--- config.mk ---
export PLATFORM = sky130hd
export DESIGN_NAME = bg_pattern_source
export DESIGN_NICKNAME = d
export VERILOG_FILES = /design/src/rtl/bg_pattern_pkg.sv /design/src/rtl/bg_pixel_counter.sv /design/src/rtl/bg_pattern_source.sv
export SDC_FILE = /design/constraint.sdc
export NUM_CORES = 1
export LEC_CHECK = 0
export CORE_MARGIN = 2
export CORE_UTILIZATION = 45
export CTS_CLUSTER_SIZE = 16
export DETAILED_ROUTE_END_ITERATION = 6
export GPL_ROUTABILITY_DRIVEN = 0
export PLACE_DENSITY = 0.69
export SETUP_SLACK_MARGIN = 0.5
export SYNTH_ARGS = -nofsm -noshare
export SYNTH_HDL_FRONTEND = slang
export SYNTH_SLANG_ARGS = --single-unit
--- constraint.sdc ---
create_clock -name clk -period 3.75 [get_ports clk]
set_clock_uncertainty 0.2 [all_clocks]
set_input_delay 0.75 -clock clk [delete_from_list [all_inputs] [get_ports clk]]
set_output_delay 0.75 -clock clk [all_outputs]
set_load 0.1 [all_outputs]
--- src/rtl/bg_pattern_pkg.sv ---
// bg_pattern_pkg: shared definitions for the background pattern source.
//   - PAT_* : encodings of the pattern_sel input
//   - PIX_W / CH_W : pixel width (30 bit RGB) and per-channel width (10 bit)
//   - state_e : source FSM states
//   - cnt_width() : counter width for a modulus, never below 1 bit
package bg_pattern_pkg;

   localparam int unsigned PIX_W = 30;
   localparam int unsigned CH_W  = 10;

   localparam logic [1:0] PAT_SOLID = 2'd0;
   localparam logic [1:0] PAT_GRAD  = 2'd1;
   localparam logic [1:0] PAT_BARS  = 2'd2;
   localparam logic [1:0] PAT_CHECK = 2'd3;

   typedef enum logic {IDLE, RUN} state_e;

   function automatic int unsigned cnt_width(input int unsigned n);
      return (n > 1) ? $clog2(n) : 1;
   endfunction

endpackage

--- src/rtl/bg_pixel_counter.sv ---
// bg_pixel_counter: raster position of the next pixel to be emitted.
// Tracks x/y plus a bar index driven by a per-bar pixel counter (no divider).
// Optional macro BG_PATTERN_CHECKER_EN adds the checker_bit output.
// Ports:
//   clk, reset_n   : clock, synchronous active-low reset
//   step           : advance to the next raster position
//   x              : current column
//   bar            : current bar index modulo 8
//   first / last   : position is (0,0) / (WIDTH-1,HEIGHT-1)
//   checker_bit    : x[3]^y[3] (only with BG_PATTERN_CHECKER_EN)
module bg_pixel_counter
   import bg_pattern_pkg::*;
#(
   parameter int unsigned WIDTH     = 800,
   parameter int unsigned HEIGHT    = 480,
   parameter int unsigned BAR_COUNT = 8
) (
   input  logic                          clk,
   input  logic                          reset_n,
   input  logic                          step,
   output logic [cnt_width(WIDTH)-1:0]   x,
   output logic [2:0]                    bar,
   output logic                          first,
   output logic                          last
`ifdef BG_PATTERN_CHECKER_EN
   ,
   output logic                          checker_bit
`endif
);

   localparam int unsigned BAR_W = WIDTH / BAR_COUNT;
   localparam int unsigned XW    = cnt_width(WIDTH);
   localparam int unsigned YW    = cnt_width(HEIGHT);
   localparam int unsigned BCW   = cnt_width(BAR_COUNT);
   localparam int unsigned BPW   = cnt_width(BAR_W);

   logic [XW-1:0]  x_q;
   logic [YW-1:0]  y_q;
   logic [BCW-1:0] bar_idx_q;
   logic [BPW-1:0] bar_pix_q;
   logic           x_last;
   logic           y_last;

   assign x_last = (x_q == XW'(WIDTH - 1));
   assign y_last = (y_q == YW'(HEIGHT - 1));
   assign x      = x_q;
   assign bar    = 3'(bar_idx_q);
   assign first  = (x_q == '0) && (y_q == '0);
   assign last   = x_last && y_last;

`ifdef BG_PATTERN_CHECKER_EN
   assign checker_bit = 1'((32'(x_q) ^ 32'(y_q)) >> 3);
`endif

   always_ff @(posedge clk) begin
      if (!reset_n) begin
         x_q       <= '0;
         y_q       <= '0;
         bar_idx_q <= '0;
         bar_pix_q <= '0;
      end else if (step) begin
         if (x_last) begin
            x_q       <= '0;
            bar_idx_q <= '0;
            bar_pix_q <= '0;
            y_q       <= y_last ? '0 : y_q + 1'b1;
         end else begin
            x_q <= x_q + 1'b1;
            if (bar_pix_q == BPW'(BAR_W - 1)) begin
               // The last bar absorbs any remainder pixels of the line.
               if (bar_idx_q != BCW'(BAR_COUNT - 1)) begin
                  bar_idx_q <= bar_idx_q + 1'b1;
                  bar_pix_q <= '0;
               end
            end else begin
               bar_pix_q <= bar_pix_q + 1'b1;
            end
         end
      end
   end

endmodule

--- src/rtl/bg_pattern_source.sv ---
// bg_pattern_source: Avalon-ST background frame generator (30 bit RGB).
// Emits one packet per frame (solid, gradient, bars, optional checker) with
// full ready/valid backpressure. Optional macro BG_PATTERN_CHECKER_EN enables
// the 8x8 checkerboard on pattern 3; without it pattern 3 is solid.
// Ports:
//   clk, reset_n       : clock, synchronous active-low reset
//   enable             : generate frames while high (sampled at frame start)
//   pattern_sel        : 0 solid, 1 gradient, 2 bars, 3 checker
//   solid_color        : {R,G,B} colour for solid mode
//   src_data/sop/eop/valid, src_ready : Avalon-ST source
//   busy               : frame in progress
//   frame_count        : completed frames, wraps at 16 bits
module bg_pattern_source
   import bg_pattern_pkg::*;
#(
   parameter int unsigned WIDTH     = 800,
   parameter int unsigned HEIGHT    = 480,
   parameter int unsigned BAR_COUNT = 8
) (
   input  logic             clk,
   input  logic             reset_n,
   input  logic             enable,
   input  logic [1:0]       pattern_sel,
   input  logic [PIX_W-1:0] solid_color,
   output logic [PIX_W-1:0] src_data,
   output logic             src_startofpacket,
   output logic             src_endofpacket,
   output logic             src_valid,
   input  logic             src_ready,
   output logic             busy,
   output logic [15:0]      frame_count
);

   localparam int unsigned XW = cnt_width(WIDTH);
   localparam logic [CH_W-1:0] CH_MAX = '1;

   state_e           state_q;
   logic [1:0]       shadow_pat_q;
   logic [PIX_W-1:0] shadow_color_q;

   logic [XW-1:0]    x;
   logic [2:0]       bar;
   logic             first;
   logic             last;
   logic             load_ok;
   logic             frame_done;
   logic             restart;
   logic             step;
   logic [1:0]       pat_eff;
   logic [PIX_W-1:0] color_eff;
   logic [CH_W-1:0]  grad;
   logic [PIX_W-1:0] pixel;
`ifdef BG_PATTERN_CHECKER_EN
   logic             checker_bit;
`endif

   bg_pixel_counter #(
      .WIDTH     (WIDTH),
      .HEIGHT    (HEIGHT),
      .BAR_COUNT (BAR_COUNT)
   ) u_counter (
      .clk         (clk),
      .reset_n     (reset_n),
      .step        (step),
      .x           (x),
      .bar         (bar),
      .first       (first),
      .last        (last)
`ifdef BG_PATTERN_CHECKER_EN
      ,
      .checker_bit (checker_bit)
`endif
   );

   assign load_ok    = !src_valid || src_ready;
   assign frame_done = src_valid && src_ready && src_endofpacket;
   // Back-to-back frame: pixel (0,0) is built from the live inputs in the
   // same cycle the shadow registers capture them.
   assign restart    = frame_done && enable;
   assign step       = (state_q == RUN) && load_ok && !(frame_done && !enable);
   assign pat_eff    = restart ? pattern_sel : shadow_pat_q;
   assign color_eff  = restart ? solid_color : shadow_color_q;
   assign grad       = CH_W'(x);

   always_comb begin
      pixel = color_eff;
      case (pat_eff)
         PAT_SOLID: pixel = color_eff;
         PAT_GRAD:  pixel = {grad, grad, grad};
         PAT_BARS:  pixel = {bar[2] ? CH_MAX : '0, bar[1] ? CH_MAX : '0, bar[0] ? CH_MAX : '0};
`ifdef BG_PATTERN_CHECKER_EN
         PAT_CHECK: pixel = checker_bit ? '1 : '0;
`endif
         default:   pixel = color_eff;
      endcase
   end

   always_ff @(posedge clk) begin
      if (!reset_n) begin
         state_q           <= IDLE;
         shadow_pat_q      <= '0;
         shadow_color_q    <= '0;
         src_data          <= '0;
         src_startofpacket <= 1'b0;
         src_endofpacket   <= 1'b0;
         src_valid         <= 1'b0;
         busy              <= 1'b0;
         frame_count       <= '0;
      end else begin
         case (state_q)
            IDLE: begin
               if (enable) begin
                  shadow_pat_q   <= pattern_sel;
                  shadow_color_q <= solid_color;
                  state_q        <= RUN;
               end
            end
            RUN: begin
               if (load_ok) begin
                  if (frame_done && !enable) begin
                     src_data          <= '0;
                     src_startofpacket <= 1'b0;
                     src_endofpacket   <= 1'b0;
                     src_valid         <= 1'b0;
                     busy              <= 1'b0;
                     state_q           <= IDLE;
                  end else begin
                     src_data          <= pixel;
                     src_startofpacket <= first;
                     src_endofpacket   <= last;
                     src_valid         <= 1'b1;
                     busy              <= 1'b1;
                     if (restart) begin
                        shadow_pat_q   <= pattern_sel;
                        shadow_color_q <= solid_color;
                     end
                  end
                  if (frame_done) begin
                     frame_count <= frame_count + 16'd1;
                  end
               end
            end
            default: state_q <= IDLE;
         endcase
      end
   end

endmodule

==> results.md, run 1 <==
- Ant diodes: 0
- Worst reg2reg path depth: 6
- Placeable Area: 10900 µm²
- Most used flip-flop cell after synthesis: dfxtp_1
- Outcome: finished, final reports clean
- CTS Hold Buffers Added: 0
- Die ar.: 12100 µm²
- P_leak: roughly 0.0023 µW
- Setup-failing EPs final: 0
- Wire length of the first global-routing pass: ~21 mm
- Setup crit end: src_data[9]
- Class of the worst hold path: reg2reg
- Post-route ant nets: 0
- Endpoints failing hold: 0
- Crit path max-delay family: buffers and inverters
- DR WL/cell: 14.7 µm
- Vias: 4609
- WP data required: 3820 ps
- WP depth: 10
- Largest net degree at the start of global routing: 82
- Area growth, synth to finish: 24.6%
- Util after Layout: 57.8%
- Register area share after synthesis: 43.8%
- RR Endpoint: u_counter.bar_pix_q[2]
- Rows: 38
- Share of layout cells above drive strength 1: 6.09%
- CTS tree: done
- Skew-Pair Late Insertion Delay: 350 ps
- PortBufs: between 80 and 90
- Post-Syn Instances: 645
- Relative max-transition margin: 34.4%
- DRC: 0
- Critical path fanouts, max: 29
- Min Tclk post-route: 2890 ps
- CTS resizes: 0
- Die Wd: 110 µm
- Setup TNS: 0 ps
- Gr ovfl total: 0
- Mapped cell area: 5080 µm²
- Switching share of power: 28.5%
- Final max-slew violation count: 0
- Slowest stage delay, CP: 540 ps
- Sequential power share: 47.1%
- Setup Fix Bufs, Post-CTS: 0
- Hold Slack: 259 ps
- Worst path bufs/invs: 3
- Initial antenna violation count: 0
- DR vias/cell: 5.35
- Total Wirelength: 12.6 mm
- 1st-pass router iterations: 4
- Switch Pwr: 758 µW
- Clk buf depth: 2
- Clk slew on worst S/H paths: about 70 ps
- FF+latch count, synth: 111
- H-tree depth: 3
- Placed Cells: between 800 and 900
- Syn Area/Cell: 7.87 µm²
- Die height: 110 µm
- Critical setup path kind: in2reg
- Startpoint types: input pin
- Vias in the first global route: 4405
- Reg area: 2220 µm²
- Beginning of the worst register-to-register path: u_counter.x[0]
- Worst reg2reg setup slack: 1270 ps
- Clock power share: 36.6%
- Root Driver: clkbuf_16
- CP max stage cell: clkdlybuf4s50_1
- Maximum vdd drop: 0.284 mV
- CTS buffer count: 9
- P_int: 1910 µW
- Worst setup path start: enable
- Post-synth EDFFs: 0
- Post-Syn Nets: 691
- RSZ-0062 raised after global routing: false
- Tcrit/Tclk final: 77.1%
- Pwr dens: roughly 420 nW/µm²
- Crit-path cells: clkdlybuf4s50_1 -> nand4_1 -> inv_1 -> nand2_1 -> and2_1 -> ha_1 -> nand2_1 -> buf_4 -> o21ai_0 -> o21ai_0
- Post-synth ARST share: 0%
- Highest clock rate: 346 MHz
- Worst setup EP type: flip-flop
- CP arrival: 2960 ps
- # fillers: 1015
- Initial core utilization: 46.4%
- Nets@finish: about 760
- Multi-input gate area: 2660 µm²
- Library cells used by synthesis: 47
- Clock sink total: 111
- Measured slew at the worst slew-check pin: 981 ps
- Yosys warning count: 0
- All-layer global routing usage: 22.0%
- Top Ports: 86
- Initial DRC count: 245
- Max cap viols: 0
- Finished Layout Cells: 862
- Comb pwr share: between 10% and 20%
- DP HPWL: 8.54 mm
[how the worst min path moves through the flow]
stage / start / end / slack, ps / cells past startpoint
4_1_cts: src_data[28] / src_data[28] / 260 / 2
2_1_floorplan: shadow_color_q[0] / shadow_color_q[0] / 240 / 2
3_3_place_gp: src_data[4] / src_data[4] / 240 / 2
5_1_grt: src_data[13] / src_data[13] / 280 / 2
3_5_place_dp: src_data[13] / src_data[13] / 240 / 2
6_report: src_data[28] / src_data[28] / 260 / 2
[cell usage after synthesis (2+ instances only)]
cell type	number	share of area [%]
nand2_1	176	13
dfxtp_1	111	44
o21ai_0	91	9.0
a21boi_0	35	5.2
clkbuf_1	28	2.1
nand3_1	25	2.5
and2_1	22	2.7
xnor2_1	21	3.6
nor2_1	18	1.3
nand4_1	17	2.1
inv_1	12	0.89
a21oi_1	11	1.1
ha_1	10	2.5
nor3_1	6	0.59
xor2_1	6	1.0
mux2i_1	4	0.79
nand3b_1	4	0.59
nor4_1	4	0.49
and4_1	3	0.52
buf_2	3	0.30
nand2b_1	3	0.37
or2_2	3	0.37
or3_1	3	0.37
and3_1	2	0.25
nor2b_1	2	0.25
nor3b_1	2	0.30
nor4_2	2	0.49
o21ai_1	2	0.20
[per-stage QoR]
stage          power (µW)  setup slack (ps)  cell area [µm²]
6_report             2660               857             6320
4_1_cts              2680               856             6320
2_1_floorplan        1580               549             5080
3_3_place_gp         1710               596             6030
5_1_grt              2760               679             6320
3_5_place_dp         1720               535             6030
[layout make-up]
class,count,share of cell area [%]
clock buffer,11,4.00
clock inverter,4,0.712
inverter,12,0.712
multi-input combinational,487,42.1
sequential,111,35.1
tap,140,2.77
timing repair buffer,97,14.6
[layer usage]
| layer | global-route usage (%) | up-vias | part of all wire (%) |
|---|---|---|---|
| li1 | - | 2324 | - |
| met1 | 27.3 | 2158 | 45 |
| met2 | 38.2 | 116 | 49 |
| met3 | 4.53 | 11 | 4.8 |
| met4 | 6.79 | 0 | 1.1 |
| met5 | 0 | - | 0 |
[power groups by stage]
stage | Sequential [µW] | Combinational, µW | Clock (µW)
after floorplan | 1420 | 154 | 0
final | 1250 | 435 | 975
after global routing | 1260 | 469 | 1030
after CTS | 1250 | 437 | 992
after detailed placement | 1280 | 435 | 0
after global placement | 1280 | 430 | 0
[flip-flops by register name, indices dropped and copies added (netlist names)]
| signal | cells |
|---|---|
| shadow_color_q | 30 |
| src_data | 30 |
| frame_count | 16 |
| u_counter.x | 10 |
| u_counter.y_q | 9 |
| u_counter.bar_pix_q | 7 |
| u_counter.bar | 3 |
| shadow_pat_q | 2 |
| busy | 1 |
| src_endofpacket | 1 |
| src_startofpacket | 1 |
| state_q | 1 |
[tightest hold or removal path, stage by stage, from the launching register on]
cell     delay [ps]
dfxtp_1         330
nand2_1          40
o21ai_0          60
[logic make-up (layout without fill, tap and decap cells)]
kind of cell	Yosys count	after routing	share of synthesized area, %
adder cells (fa/ha/maj)	10	10	2.46
buffers and inverters	47	124	3.80
flip-flops	111	111	43.8
AO/OA/AOI/OAI	148	148	17.2
AND/OR/NAND/NOR	298	298	27.4
XOR/XNOR	27	27	4.66
multiplexers	4	4	0.789
[cells in the final DEF, fill, tap and decap left out, types with 3 or more instances in the layout]
cell / synthesis / layout
nor4_1: 4 / 4
buf_4: 1 / 17
nor3_1: 6 / 6
nand2_1: 176 / 176
clkbuf_16: 0 / 9
nor2_1: 18 / 18
nand4_1: 17 / 17
clkdlybuf4s50_1: 0 / 79
mux2i_1: 4 / 4
a21boi_0: 35 / 35
a21oi_1: 11 / 11
nand2b_1: 3 / 3
nand3_1: 25 / 25
or3_1: 3 / 3
and4_1: 3 / 3
xor2_1: 6 / 6
ha_1: 10 / 10
nand3b_1: 4 / 4
dfxtp_1: 111 / 111
o21ai_0: 91 / 91
inv_1: 12 / 12
xnor2_1: 21 / 21
clkinv_2: 0 / 3
or2_2: 3 / 3
and2_1: 22 / 22
Power figures use the tool's default switching activity.
==> inputs of run 2 (changes only) <==
Settings changed: PLACE_DENSITY 0.69 to 0.72.
Clock period 3.75 ns to 2.4 ns, I/O delays scaled along.
==> run 2 against run 1 <==
First-iteration DRC count is 5.7% higher; global-route usage up 1.8 points; cell area increased by 11%; utilization grew 6.5 points; total power up 58%; sequential power up 56%; register-to-register slack got worse by 1000 ps; critical endpoint is now src_data[16]; die area unchanged; largest cell class unchanged; combinational power grew 82%; clock-buffer cell count decreased by 1; via count up 6.5%.
==> results.md, run 2 (same netlist as run 1, synthesis figures left out) <==
- Pwr dens: 598 nW/µm² (was 421 nW/µm²)
- Measured slew at the worst slew-check pin: 369 ps (was 981 ps)
- Largest net degree at the start of global routing: 37 (was 82)
- DRC: 0 (unchanged)
- Worst path bufs/invs: 3 (unchanged)
- Vias: 4910 (was 4609)
- H-tree depth: 3 (unchanged)
- P_leak: 0.00273 µW (was 0.00228 µW)
- Total Wirelength: 14.0 mm (was 12.6 mm)
- Critical setup path kind: reg2reg (was in2reg)
- Die height: 110 µm (unchanged)
- Endpoints failing hold: 0 (unchanged)
- Outcome: finished, final reports clean (unchanged)
- Min Tclk post-route: 2160 ps
- Final worst slack: 240 ps (was 857 ps)
- PortBufs: 85 (unchanged)
- Clock sink total: 111 (unchanged)
- DR WL/cell: 15.5 µm (was 14.7 µm)
- Pre-CTS setup slack: -435 ps (was 535 ps)
- Slowest stage delay, CP: 350 ps (was 540 ps)
- Nets@finish: 805 (was 764)
- Top flop regs: shadow_color_q (30), src_data (30), frame_count (16) (unchanged)
- Placeable Area: 10900 µm² (unchanged)
- Startpoint types: flip-flop (was input pin)
- 1st-pass router iterations: 5 (was 4)
- Critical path fanouts, max: 8 (was 29)
- Clk buf depth: 2 (unchanged)
- Commonest cells after routing, fill and taps aside: nand2_1, dfxtp_1, buf_4 (was nand2_1, dfxtp_1, o21ai_0)
- Class of the worst hold path: reg2reg (unchanged)
- All-layer global routing usage: 23.8% (was 22.0%)
- Crit-path cells: nand4_1 -> inv_2 -> nand2_2 -> and2_4 -> buf_6 -> ha_4 -> buf_6 -> a21oi_4 -> nand2_2 -> o21ai_0 -> o21ai_1 (was clkdlybuf4s50_1 -> nand4_1 -> inv_1 -> nand2_1 -> and2_1 -> ha_1 -> nand2_1 -> buf_4 -> o21ai_0 -> o21ai_0)
- Worst reg2reg setup slack: 240 ps (was 1270 ps)
- Crit path max-delay family: simple AND/OR/NAND/NOR gates (was buffers and inverters)
- Share of layout cells above drive strength 1: 27.5% (was 6.09%)
- Ant diodes: 0 (unchanged)
- CP max stage cell: dfxtp_4 (was clkdlybuf4s50_1)
- Vias in the first global route: 4764 (was 4405)
- Highest clock rate: 463 MHz
- Final max-slew violation count: 0 (unchanged)
- Initial DRC count: 259 (was 245)
- Setup-failing EPs final: 0 (unchanged)
- Max cap viols: 0 (unchanged)
- Relative max-transition margin: 75.2% (was 34.4%)
- Rows: 38 (unchanged)
- RSZ-0062 raised after global routing: true (was false)
- DR vias/cell: 5.43 (was 5.35)
- Initial antenna violation count: 0 (unchanged)
- CTS tree: done (unchanged)
- Top Ports: 86 (unchanged)
- Post-route ant nets: 0 (unchanged)
- Clk slew on worst S/H paths: 80 ps (was 70 ps)
- Initial core utilization: 46.4% (unchanged)
- Skew-Pair Late Insertion Delay: 350 ps (about the same)
- DP HPWL: 9.27 mm (was 8.54 mm)
- WP data required: 2440 ps (was 3820 ps)
- Die Wd: 110 µm (unchanged)
- Cell Area, Placed: 6300 µm² (was 6030 µm²)
- Die ar.: 12100 µm² (unchanged)
- Area growth, synth to finish: 38.5% (was 24.6%)
- CP arrival: 2200 ps (was 2960 ps)
- Worst setup EP type: flip-flop (unchanged)
- Tcrit/Tclk final: 90.0%
- Gr ovfl total: 0 (unchanged)
- CTS buffer count: 9 (unchanged)
- Wire length of the first global-routing pass: 22.8 mm (was 20.8 mm)
- Commonest non-fill, non-tap cell in the layout: nand2_1 (unchanged)
- Root Driver: clkbuf_16 (unchanged)
- Maximum vdd drop: 0.389 mV (was 0.284 mV)
- Final instance area: 7030 µm² (was 6320 µm²)
- # fillers: 908 (was 1015)
run 2: cell count changes in the layout (fill, tap and decap cells not counted), moves of 7 or more:
cell             previous run  this run
nand3_2                     0        11
dfxtp_1                   111        88
o21ai_2                     1         8
dfxtp_2                     0         8
o21ai_1                     2        58
nand2_1                   176       161
nand3_1                    25        14
buf_6                       0        10
dfxtp_4                     0        15
clkdlybuf4s50_1            79        31
buf_4                      17        83
nand2_2                     0        12
o21ai_0                    91        27
buf_12                      0         7
run 2: cell type report:
type                            instances  area [µm²]  share of cell area (%)
Sequential cell                       111        2290                    32.5
Clock inverter                          6        48.8                   0.694
Inverter                               12        45.0                   0.641
Clock buffer                           10         239                    3.40
Tap cell                              140         175                    2.49
Timing Repair Buffer                  136        1250                    17.8
Multi-Input combinational cell        489        2990                    42.5
run 2: report_power, final:
part | switching [µW] | internal (µW)
clock | 716 | 752
sequential | 49.4 | 1900
combinational | 522 | 271
run 2: final timing paths:
path | from | end | cells past startpoint
max reg2reg | src_endofpacket | src_data[16] | 11
min reg2reg | src_data[8] | src_data[8] | 2
max | src_endofpacket | src_data[16] | 11
min | src_data[8] | src_data[8] | 2
run 2: metrics by stage:
stage                     TNS [ps]  std cells  power [µW]  hold slack (ps)  utilization, %
after floorplan                  0        645        2480              240               -
after global placement      -10030        866        2700              243            57.6
after detailed placement    -12120        866        2720              242            57.6
after CTS                        0        897        4220              265            62.7
after global routing             0        904        4380              284            64.3
final                            0        904        4210              259            64.3
run 2: routing by layer:
metal,track usage [%],vias to the layer above,routed length [µm]
li1,-,2420,-
met1,29.8,2340,6020
met2,42.1,131,7040
met3,3.17,19,705
met4,7.86,0,208
met5,0,-,0
run 2: worst reg2reg max path: stages, from the launching register on:
cell	delay, ps
dfxtp_4	350
nand4_1	180
inv_2	120
nand2_2	60
and2_4	160
buf_6	110
ha_4	290
buf_6	140
a21oi_4	200
nand2_2	90
o21ai_0	80
o21ai_1	80
run 2: timing repair:
item / 4_1_cts / 5_1_grt
setup endpoints to repair: 74 / 60
setup buffers: 12 / 7
pin swaps: 22 / 29
hold buffers: 0 / 0
gates cloned: 3 / 0
resized for setup: 77 / 39
==> inputs of run 3 (changes only) <==
Settings changed: TNS_END_PERCENT set to 10.
==> run 3 against run 2 <==
First-iteration DRC count grew 22%; total power is 5.3% higher; worst setup slack better by 130 ps; clock-buffer cell count is 2 higher; cell area down 1.7%; routed wire length shrank 2.3%; sequential share of layout area fell by 0.14 points; flip-flop and latch count stayed put; clock power is 14% higher; largest cell class unchanged.
==> results.md, run 3 (same netlist as run 1, synthesis figures left out) <==
- Outcome: finished, final reports clean (unchanged)
- Cell Area, Placed: 6270 µm² (was 6300 µm²)
- Worst reg2reg setup slack: 370 ps (was 240 ps)
- Max cap viols: 0 (unchanged)
- CTS tree: done (unchanged)
- Total Wirelength: 13.7 mm (was 14.0 mm)
- Largest net degree at the start of global routing: 35 (was 37)
- Relative max-transition margin: 76.7% (was 75.2%)
- Clock sink total: 111 (unchanged)
- Critical path fanouts, max: 9 (was 8)
- Setup-failing EPs final: 0 (unchanged)
- Vias: 4897 (was 4910)
- CTS Hold Buffers Added: 0 (unchanged)
- Top Ports: 86 (unchanged)
- Wire length on met3: 821 µm (was 705 µm)
- WP data required: 2440 ps (about the same)
- Final max-slew violation count: 0 (unchanged)
- Wire length of the first global-routing pass: 22.1 mm (was 22.8 mm)
- Setup TNS: 0 ps (unchanged)
- Min Tclk post-route: 2030 ps (was 2160 ps)
- Die ar.: 12100 µm² (unchanged)
- Worst reg2reg path depth: 9 (was 11)
- # fillers: 933 (was 908)
- Ant diodes: 0 (unchanged)
- Maximum vdd drop: 0.489 mV (was 0.389 mV)
- Initial DRC count: 317 (was 259)
- Worst setup path start: src_endofpacket (unchanged)
- Pwr dens: 641 nW/µm² (was 598 nW/µm²)
- P_leak: 0.00266 µW (was 0.00273 µW)
- RSZ-0062 raised after global routing: true (unchanged)
- Util after Layout: 63.2% (was 64.3%)
- Initial core utilization: 46.4% (unchanged)
- DR WL/cell: 15.1 µm (was 15.5 µm)
- Critical setup path kind: reg2reg (unchanged)
- DP HPWL: 9.48 mm (was 9.27 mm)
- Nets@finish: 808 (was 805)
- Endpoints failing hold: 0 (unchanged)
- Vias in the first global route: 4719 (was 4764)
- PortBufs: 85 (unchanged)
- Beginning of the worst register-to-register path: src_endofpacket (unchanged)
- DR vias/cell: 5.40 (was 5.43)
- Measured slew at the worst slew-check pin: 350 ps (was 369 ps)
- Area growth, synth to finish: 36.2% (was 38.5%)
- Commonest cells after routing, fill and taps aside: nand2_1, dfxtp_1, buf_4 (unchanged)
- Metal-1 WL: 6.03 mm (was 6.02 mm)
- Die height: 110 µm (unchanged)
- Routed wl met2: 6.67 mm (was 7.04 mm)
- Startpoint types: flip-flop (unchanged)
- Skew-Pair Late Insertion Delay: 350 ps (about the same)
- Commonest non-fill, non-tap cell in the layout: nand2_1 (unchanged)
- Clk slew on worst S/H paths: 70 ps (was 80 ps)
- Initial antenna violation count: 0 (unchanged)
- Highest routed metal layer: met4 (unchanged)
- Setup crit end: src_data[3] (was src_data[16])
- H-tree depth: 3 (unchanged)
- Gr ovfl total: 0 (unchanged)
- Placeable Area: 10900 µm² (unchanged)
- Class of the worst hold path: reg2reg (unchanged)
- CTS buffer count: 9 (unchanged)
- Hold Slack: 248 ps (was 259 ps)
- Clk buf depth: 2 (unchanged)
- Post-route ant nets: 0 (unchanged)
- Rows: 38 (unchanged)
- Highest clock rate: 494 MHz (was 463 MHz)
- RR Endpoint: src_data[3] (was src_data[16])
- DRC: 0 (unchanged)
- 1st-pass router iterations: 5 (unchanged)
- Die Wd: 110 µm (unchanged)
- Top flop regs: shadow_color_q (30), src_data (30), frame_count (16) (unchanged)
- Root Driver: clkbuf_16 (unchanged)
- CP arrival: 2070 ps (was 2200 ps)
- All-layer global routing usage: 23.6% (was 23.8%)
- Worst setup EP type: flip-flop (unchanged)
- Share of layout cells above drive strength 1: 23.6% (was 27.5%)
- Tcrit/Tclk final: 84.4% (was 90.0%)
- Final instance area: 6920 µm² (was 7030 µm²)
==> run 3: changes by cell type in the layout (fill, tap and decap cells not counted), sizes merged <==
cell,previous run,this run
buf,102,106
bufinv,0,2
clkbuf,10,12
a21oi,14,13
clkinvlp,0,1
inv,17,12
==> run 3: worst min path at each step <==
stage                                   from                  to  slack [ps]  cells past startpoint
after floorplan            shadow_color_q[0]   shadow_color_q[0]         240                      2
after global placement           src_data[2]         src_data[2]         240                      2
after detailed placement        src_data[12]        src_data[12]         250                      2
after CTS                        src_data[2]         src_data[2]         260                      2
after global routing      shadow_color_q[13]  shadow_color_q[13]         280                      2
final                           src_data[22]        src_data[22]         250                      2
==> run 3: layout make-up <==
cell class	count	area, µm²	area share (%)
Inverter	12	45.0	0.651
Tap cell	140	175	2.53
Sequential cell	111	2240	32.4
Clock buffer	12	258	3.73
Multi-Input combinational cell	488	2870	41.5
Timing Repair Buffer	140	1250	18.1
Clock inverter	4	76.3	1.10
==> run 3: report_power, final <==
group          switching (µW)  total [µW]  internal, µW
registers                47.5        1960          1910
logic                     526         806           280
clock network             684        1670           982
==> run 3: timing repair <==
item	CTS	global route
cloned	3	0
buffers inserted	6	1
setup endpoints to repair	74	63
pin swaps	14	6
gates resized for setup	68	41
==> run 3: worst max-delay path, stage by stage, from the launching register on <==
cell and delay (ps):
dfxtp_4 360, nand4_1 140, inv_2 100, nand2_1 60
and2_4 180, ha_4 390, nand2_4 90, buf_6 150
o21ai_0 130, o21ai_0 100
==> run 3: stage by stage <==
stage | setup WS (ps) | cells | power (µW)
6_report | 374 | 907 | 4430
4_1_cts | 410 | 906 | 4420
5_1_grt | 288 | 907 | 4580
3_5_place_dp | -416 | 881 | 2720
2_1_floorplan | 18.4 | 645 | 2480
3_3_place_gp | -356 | 881 | 2710
==> run 3: metal layers <==
metal,track usage (%),up-vias
met5,0,-
met4,7.95,0
met3,5.82,14
met2,40.1,150
met1,29.3,2315
li1,-,2418
==> edit: new RTL, config.mk and constraints of run 2 <==
Make the reset (`reset_n`) asynchronous in 2 clocked blocks. Comments in the files are not updated.
--- a/src/rtl/bg_pixel_counter.sv
+++ b/src/rtl/bg_pixel_counter.sv
@@ -53,5 +53,5 @@
 `endif
 
-   always_ff @(posedge clk) begin
+   always_ff @(posedge clk or negedge reset_n) begin
       if (!reset_n) begin
          x_q       <= '0;
--- a/src/rtl/bg_pattern_source.sv
+++ b/src/rtl/bg_pattern_source.sv
@@ -96,5 +96,5 @@
    end
 
-   always_ff @(posedge clk) begin
+   always_ff @(posedge clk or negedge reset_n) begin
       if (!reset_n) begin
          state_q           <= IDLE;
Formal check against the unedited RTL: differs if reset_n is asserted again (counterexample within 4 cycles, from zero or initial values and one cycle with reset_n low); with reset_n held inactive, the same outputs for 4 cycles.
==> edit against run 2 <==
  * Critical path depth down 1
  * Setup slack worse by 0.19 ns
  * Sequential cell count is the same
  * Design area increased by 14%
  * Routed wire length grew 22%
  * Synthesized area grew 6.6%
  * Non-clock buffer count grew 10
Power is not compared: it rests on default switching activity, and its combinational part moved more than twofold at a synthesized area within 25%.
==> edit: results (changes against run 2) <==
Post-synth top cells=nand2_1 (123), dfrtp_1 (111), nor2_1 (65), mux2_2 (37), o31ai_1 (34); status=completed; sequential fraction of the synthesis area=51.3% (+7.6 points); metal2 WL=8.70 mm (+24%); ys async rst share=100% (+100 points); Synth cell types=48 (+2.1%); vias in the first global route=5,102 (+7.1%); met2 Use GR=45.0% (+2.9 points); Tmin final=2.35 ns (+0.188 ns); Top delay family on crit path=flip-flops; Post-Layout Inst Area=0.00799 mm2 (+14%); Synth area leaders=dfrtp_1 (51%), nand2_1 (8.5%), mux2_2 (7.7%), o31ai_1 (4.7%), nor2_1 (4.5%); Synth Area per Inst=9.75 um2 (+24%); Worst path max stage delay=0.48 ns (+0.13 ns); Rel. slew slack=63.8% (-11 points); Hold Slack=0.273 ns (+0.0140 ns); CTS resizes=106 (+38%); non-clk buf share=19.5% (+1.7 points); reg2reg setup slack=0.05 ns (-0.19 ns); Post-CTS Setup Bufs=24 (+12); pin count of the biggest net entering global routing=42 (+14%); nonclk buf count=146 (+7.4%); GR Util met1=33.9% (+4.0 points); Layout Cells excl Fill=840 (-7.1%); clock network area share=3.82% (-0.27 points); first-pass GRT wire length=26.7 mm (+17%); GRT Util Overall=27.0% (+3.2 points)
edit: kinds of logic after synthesis:
| kind of cell | after synthesis | synth area share [%] |
|---|---|---|
| simple gates | 258 | 21.6 |
| fa+ha+maj | 10 | 2.31 |
| compound gates | 80 | 10.6 |
| buf+inv | 37 | 2.89 |
| mux | 38 | 7.88 |
| xor+xnor | 21 | 3.40 |
| flops | 111 | 51.3 |
edit: final timing paths:
check / depth (start not counted) / startpoint / to
setup / recovery: 10 / busy$_DFFE_PN0P_ / src_data[6]$_DFFE_PN0P_
hold / removal: 1 / frame_count[10]$_DFFE_PN0P_ / frame_count[10]$_DFFE_PN0P_
setup reg to reg: 10 / busy$_DFFE_PN0P_ / src_data[6]$_DFFE_PN0P_
hold reg to reg: 1 / frame_count[10]$_DFFE_PN0P_ / frame_count[10]$_DFFE_PN0P_
max in group asynchronous: 3 / reset_n / u_counter.bar[0]$_DFFE_PN0P_
min in group asynchronous: 2 / reset_n / src_data[26]$_DFFE_PN0P_
